$ cat config.mk
export PLATFORM = sky130hd
export DESIGN_NAME = rotate_amount_finder
export DESIGN_NICKNAME = d
export VERILOG_FILES = /design/src/rtl/rotate_amount_finder.sv
export SDC_FILE = /design/constraint.sdc
export NUM_CORES = 1
export LEC_CHECK = 0
export CELL_PAD_IN_SITES_DETAIL_PLACEMENT = 0
export CELL_PAD_IN_SITES_GLOBAL_PLACEMENT = 1
export CORE_ASPECT_RATIO = 0.8
export CORE_MARGIN = 5
export CORE_UTILIZATION = 42
export CTS_BUF_LIST = sky130_fd_sc_hd__clkbuf_8
export DETAILED_ROUTE_END_ITERATION = 6
export PLACE_DENSITY = 0.9
export SLEW_MARGIN = 25
export SYNTH_ARGS = -nofsm -noshare
export SYNTH_HDL_FRONTEND = slang
export SYNTH_SLANG_ARGS = --single-unit
$ cat constraint.sdc
create_clock -name clk -period 2.8 [get_ports clk]
set_input_delay 0.56 -clock clk [delete_from_list [all_inputs] [get_ports clk]]
set_output_delay 0.56 -clock clk [all_outputs]
set_load 0.01 [all_outputs]
$ cat src/rtl/rotate_amount_finder.sv
// rotate_amount_finder
//   Multi-cycle inverse of the barrel_shifter rotate. It finds the smallest amount that
//   rotates the original word onto the rotated word in the chosen direction. The search
//   advances by one 1-bit rotate step per cycle.
//
// Parameters
//   WIDTH  data word width
//   AMT_W  amount width (2**AMT_W must exceed WIDTH)
//
// Ports
//   clk     rising-edge clock
//   rst     asynchronous active-high reset
//   start   request, sampled only while busy=0
//   in_reg  original (unrotated) word
//   in_rot  rotated word to decode
//   in_m    direction searched: 1 = right rotate, 0 = left rotate
//   busy    high while searching
//   done    one-cycle pulse when the result is valid
//   found   1 = a matching amount exists in 0..WIDTH-1
//   o_amt   decoded amount (0 when found=0)

module rotate_amount_finder #(
   parameter int unsigned WIDTH = 32,
   parameter int unsigned AMT_W = 6
) (
   input  logic             clk,
   input  logic             rst,
   input  logic             start,
   input  logic [WIDTH-1:0] in_reg,
   input  logic [WIDTH-1:0] in_rot,
   input  logic             in_m,
   output logic             busy,
   output logic             done,
   output logic             found,
   output logic [AMT_W-1:0] o_amt
);

   typedef enum logic {StIdle, StSearch} state_t;

   localparam logic [AMT_W-1:0] LastCnt = AMT_W'(WIDTH - 1);

   state_t           state;
   logic [WIDTH-1:0] work;
   logic [WIDTH-1:0] tgt;
   logic             dir;
   logic [AMT_W-1:0] cnt;
   logic [WIDTH-1:0] work_step;

   // One-bit rotate of the work register in the captured direction.
   always_comb begin
      work_step = work;
      if (dir) begin
         work_step = {work[0], work[WIDTH-1:1]};
      end else begin
         work_step = {work[WIDTH-2:0], work[WIDTH-1]};
      end
   end

   always_ff @(posedge clk or posedge rst) begin
      if (rst) begin
         state <= StIdle;
         work  <= '0;
         tgt   <= '0;
         dir   <= 1'b0;
         cnt   <= '0;
         busy  <= 1'b0;
         done  <= 1'b0;
         found <= 1'b0;
         o_amt <= '0;
      end else begin
         // done is a single-cycle pulse unless re-raised below.
         done <= 1'b0;
         unique case (state)
            StIdle: begin
               if (start) begin
                  work  <= in_reg;
                  tgt   <= in_rot;
                  dir   <= in_m;
                  cnt   <= '0;
                  busy  <= 1'b1;
                  found <= 1'b0;
                  o_amt <= '0;
                  state <= StSearch;
               end
            end
            StSearch: begin
               // The compare is checked before the limit so an amount of WIDTH-1 still matches.
               if (work == tgt) begin
                  found <= 1'b1;
                  o_amt <= cnt;
                  done  <= 1'b1;
                  busy  <= 1'b0;
                  state <= StIdle;
               end else if (cnt == LastCnt) begin
                  found <= 1'b0;
                  o_amt <= '0;
                  done  <= 1'b1;
                  busy  <= 1'b0;
                  state <= StIdle;
               end else begin
                  work <= work_step;
                  cnt  <= cnt + 1'b1;
               end
            end
            default: begin
               state <= StIdle;
               busy  <= 1'b0;
            end
         endcase
      end
   end

endmodule

=== Word level (Yosys, flattened, before mapping) ===
Cells that the tools add are included.

* Output and inout bits: 9
* Logic and storage cells: 46
* Input port bits: 68
* Flip-flop bits (word level): 81

* Equal/unequal tests: 6
* $add $sub $neg: 1
* Reduce and logical (&&, ||, !) cells: 3
* Mux-type cells: 26
* Bitwise logic cells: 1

{| class="wikitable"
|+ Operators with widths
! operator !! count
|-
| $mux 32 || 4
|-
| $pmux 32 s2 || 1
|-
| $eq 32x32->1 || 1
|-
| $mux 6 || 5
|-
| $pmux 6 s2 || 2
|-
| $mux 1 || 11
|-
| $add 6x1->6 const B || 1
|-
| $eq 6x5->1 const B || 1
|-
| $ne 2x2->1 const B || 3
|-
| $pmux 1 s2 || 3
|-
| $reduce_and 2->1 || 2
|-
| $ne 3x1->1 const B || 1
|-
| $reduce_and 3->1 || 1
|-
| $not 1->1 || 1
|}

=== Logic depth before layout (Yosys ltp) ===
* Depth in word-level cells: 4
* Gate-level depth with buffers: 8

=== Worst setup path after synthesis ===
No wires, ideal clock.

* Kind: register to register
* Start: reg work[13]
* End: reg busy
* Data arrival time: 1.815 ns
* Clock period less this slack: 1.941 ns
* Setup slack: 0.859 ns
* Cell stages (with the launch flop): 7
* Cells stage by stage: dfrtp_1 -> xor2_1 -> nor4_1 -> nand4_1 -> nor3_1 -> inv_1 -> a311o_1

* Longest elaborated chain between the ends: 3

{| class="wikitable"
|+ RTL lines
! what !! line !! RTL
|-
| start: declaration || 43 || <nowiki>logic [WIDTH-1:0] work;</nowiki>
|-
| start signal: assignment || 76 || <nowiki>work <= in_reg;</nowiki>
|-
| start signal: assignment || 101 || <nowiki>work <= work_step;</nowiki>
|-
| $eq 32x32->1 * || 88 || <nowiki>if (work == tgt) begin</nowiki>
|-
| $mux 1 / $ne 3x1->1 (equally long branches) || -- ||
|-
| $pmux 1 s2 / $reduce_and 2->1 (equally long branches) || -- ||
|-
| end signal: assignment || 80 || <nowiki>busy <= 1'b1;</nowiki>
|-
| end signal: assignment || 92 || <nowiki>busy <= 1'b0;</nowiki>
|-
| end signal: assignment || 98 || <nowiki>busy <= 1'b0;</nowiki>
|-
| end: declaration || 32 || <nowiki>output logic busy,</nowiki>
|}

Every way passes the cells marked *; elsewhere a longest branch is shown, timed or not.
A chain may end at the register's enable or synchronous reset.

=== Worst setup path after layout ===
* Start: reg work[26]
* End: reg work[28]

* Longest elaborated chain between the ends: 3

{| class="wikitable"
|+ RTL lines
! what !! line
|-
| $eq 32x32->1 || 88
|-
| $ne 2x2->1 (no line) || --
|-
| $reduce_and 3->1 (no line) || --
|}

Every way passes these cells.

==> results.toml <==
[die]
start_util = 0.434
ios = 77
die_area_um2 = 12200
die_x_um = 122
die_h_um = 99.9
coreArea_um2 = 9770
rows = 32

[critical_path]
path_class = "reg2reg"
rrSetupSlack_ps = 250
critPathMostFrequentCell = "buf_4"
critPathCaptureType = "flop"
cp_slowest_cell = "nor4_1"
crit_family = "simple AND/OR/NAND/NOR gates"
path_cells = "xor2_1, nor4_1, nand4_1, o311ai_4, buf_4, buf_4, o221ai_1"
start_kind = "flop"
critPathMaxStageDelay_ps = 470
arrival_ps = 2750
path_max_fanout = 19
worst-path-buf-inv = 2
required_ps = 3000

[clocking]
root_buffer = "clkbuf_8"
path_clk_slew_ps = 80
numClockSinks = 81
cts_buffer_depth = 2
clkLatencyLatePin_ps = 350
htree_num_levels = 3
cts_buffers = 9
cts_tree = "yes"

[yosys]
syn_nets = 500
synth_xor_area_frac = 0.0660
synth-compound-area-share = 0.132
synth_top_area_share = 0.478
ys_top_cells_by_area = "dfrtp_1 (48%), nand2_1 (13%), o221ai_2 (9.9%)"
ys_dominant_reg_cell = "dfrtp_1"
async_flop_share = 1.00
yosys.area.top_type = "dfrtp_1"
synth_adder_area_share = 0.00295
netlist_instances = 431
synth_top_family_by_area = "simple AND/OR/NAND/NOR gates"
synth-seq-cells = 81
ys_seq_area_frac = 0.478
synth.most_common_cell = "nand2_1"
muxShareOfSynthArea = 0.0967
synth_cell_types = 30
synth_area_um2 = 4240
yosys.area_share.simple = 0.159
synth-edff-count = 0
synth_warnings = 0
synth_commonest_cells = "nand2_1 (144), dfrtp_1 (81), inv_1 (42)"
syn_area_per_cell_um2 = 9.85

[timing]
final_hold_viol_count = 0
finalSetupViolations = 0
period_needed_ps = 2550
period_share = 0.912
slew_headroom = 0.529
skew_ps = 9.97
slew_violations = 0
timing.fmax_mhz = 392
fin_ws_ps = 247
finalSetupTns_ps = 0
rsz0062_at_grt = "false"
whs_ps = 487
worstMarginPinSlew_ps = 700

[detailed_routing]
m1WireLength_mm = 4.67
drt_iter0_markers = 293
drt_pass1_iterations = 4
drt_wl_total_mm = 9.76
wl_met2_mm = 4.38
vias = 3168
drtAntennaViolNets = 0
drc = 0
routedWlPerCell_um = 15.1
met3_length_um = 649
top_layer = "met4"
viasPerCell = 4.90

[run_status]
outcome = "completed"

[layout]
multiInputGateArea_um2 = 1950
nets = 575
antenna_cells = 0
fin_util = 0.548
register_area_um2 = 2030
syn2layout_area_growth_pct = 26.2
drive_gt1_frac = 0.115
fillCellCount = 924

[placed_design]
place_ws_ps = -364
portBuffers = 76
place_congestion = 0.829
hpwlAfterDp_mm = 7.14

[power]
leakagePower_uw = 0.00251
powerDensity_nw_per_um2 = 1000
total_power_uw = 5370
peakVddDrop_v = 0.000330

[job]
drv_cap = 0

[worst_hold_path]
hold_path_class = "reg2reg"

[global_routing]
grt_max_degree = 82
antenna_found_initial = 0
overflow = 0
grt_pass1_vias = 3257
track_usage = 0.170
grt_first_pass_wirelength_mm = 16.4
## routing by layer
| layer | global-route usage | up-vias |
|---|---|---|
| met4 | 0.0318 | 0 |
| met1 | 0.247 | 1489 |
| met3 | 0.0423 | 8 |
| li1 | - | 1584 |
| met2 | 0.261 | 87 |
| met5 | 0 | - |
## where the power goes
| part | internal [uW] | switching (uW) | leakage [uW] | total [uW] |
|---|---|---|---|---|
| combinational | 1120 | 1200 | 0.00141 | 2320 |
| sequential | 1700 | 542 | 0.00100 | 2240 |
| clock | 404 | 409 | 0.000102 | 813 |
## worst register-to-register path: stages, from the launching register on
cell and delay [ps]:
dfrtp_1 430, xor2_1 210, nor4_1 470, nand4_1 240, o311ai_4 410, buf_4 200
buf_4 300, o221ai_1 160
## placed cells by master (no fill, tap or decap), types with 2 or more instances in the layout
cell type	Yosys	layout
nand2_1	144	144
buf_4	3	9
xor2_1	32	32
clkdlybuf4s50_1	0	76
buf_12	0	2
dfrtp_1	81	81
o221ai_1	4	4
mux2i_1	41	41
a31oi_1	2	2
nor4_1	10	10
clkbuf_8	0	9
inv_1	42	43
o221ai_2	28	28
o21ai_0	2	2
nor2_1	5	5
clkinv_2	0	2
## registers in the layout, summed over array words and instances (netlist names)
name and flops:
tgt 32, work 32, cnt 6, o_amt 6, busy 1, dir 1, done 1, found 1
state 1
## repair_timing
item,CTS,global route
setup buffers,2,0
hold buffers,0,0
resized for setup,0,0
setup endpoints to repair,34,0
## worst paths after layout
check | cells after the start | from | endpoint
worst max-delay path | 7 | work[26] | work[28]
worst min-delay path | 2 | found | found
worst max register to register | 7 | work[26] | work[28]
worst min register to register | 2 | found | found
max in group asynchronous | 3 | rst | work[9]
min in group asynchronous | 3 | rst | o_amt[5]
## stage by stage
step | instances | cell area (um2)
3_3_place_gp | 629 | 5150
4_1_cts | 647 | 5360
5_1_grt | 647 | 5360
3_5_place_dp | 629 | 5150
6_report | 647 | 5360
2_1_floorplan | 431 | 4240
## layout make-up
class | count | area share
inverters | 42 | 0.0294
repair buffers | 87 | 0.162
flip-flops and latches | 81 | 0.378
clock buffers | 9 | 0.0231
clock inverters | 7 | 0.0119
multi-input cells | 285 | 0.363
well taps | 136 | 0.0318
## cell families (layout without fill, tap and decap cells)
kind of cell | after synthesis | in the layout
compound gates | 44 | 44
xor+xnor | 32 | 32
fa+ha+maj | 1 | 1
buf+inv | 65 | 145
flops | 81 | 81
mux | 41 | 41
simple gates | 167 | 167
No activity file was read; power rests on OpenSTA's default activity.
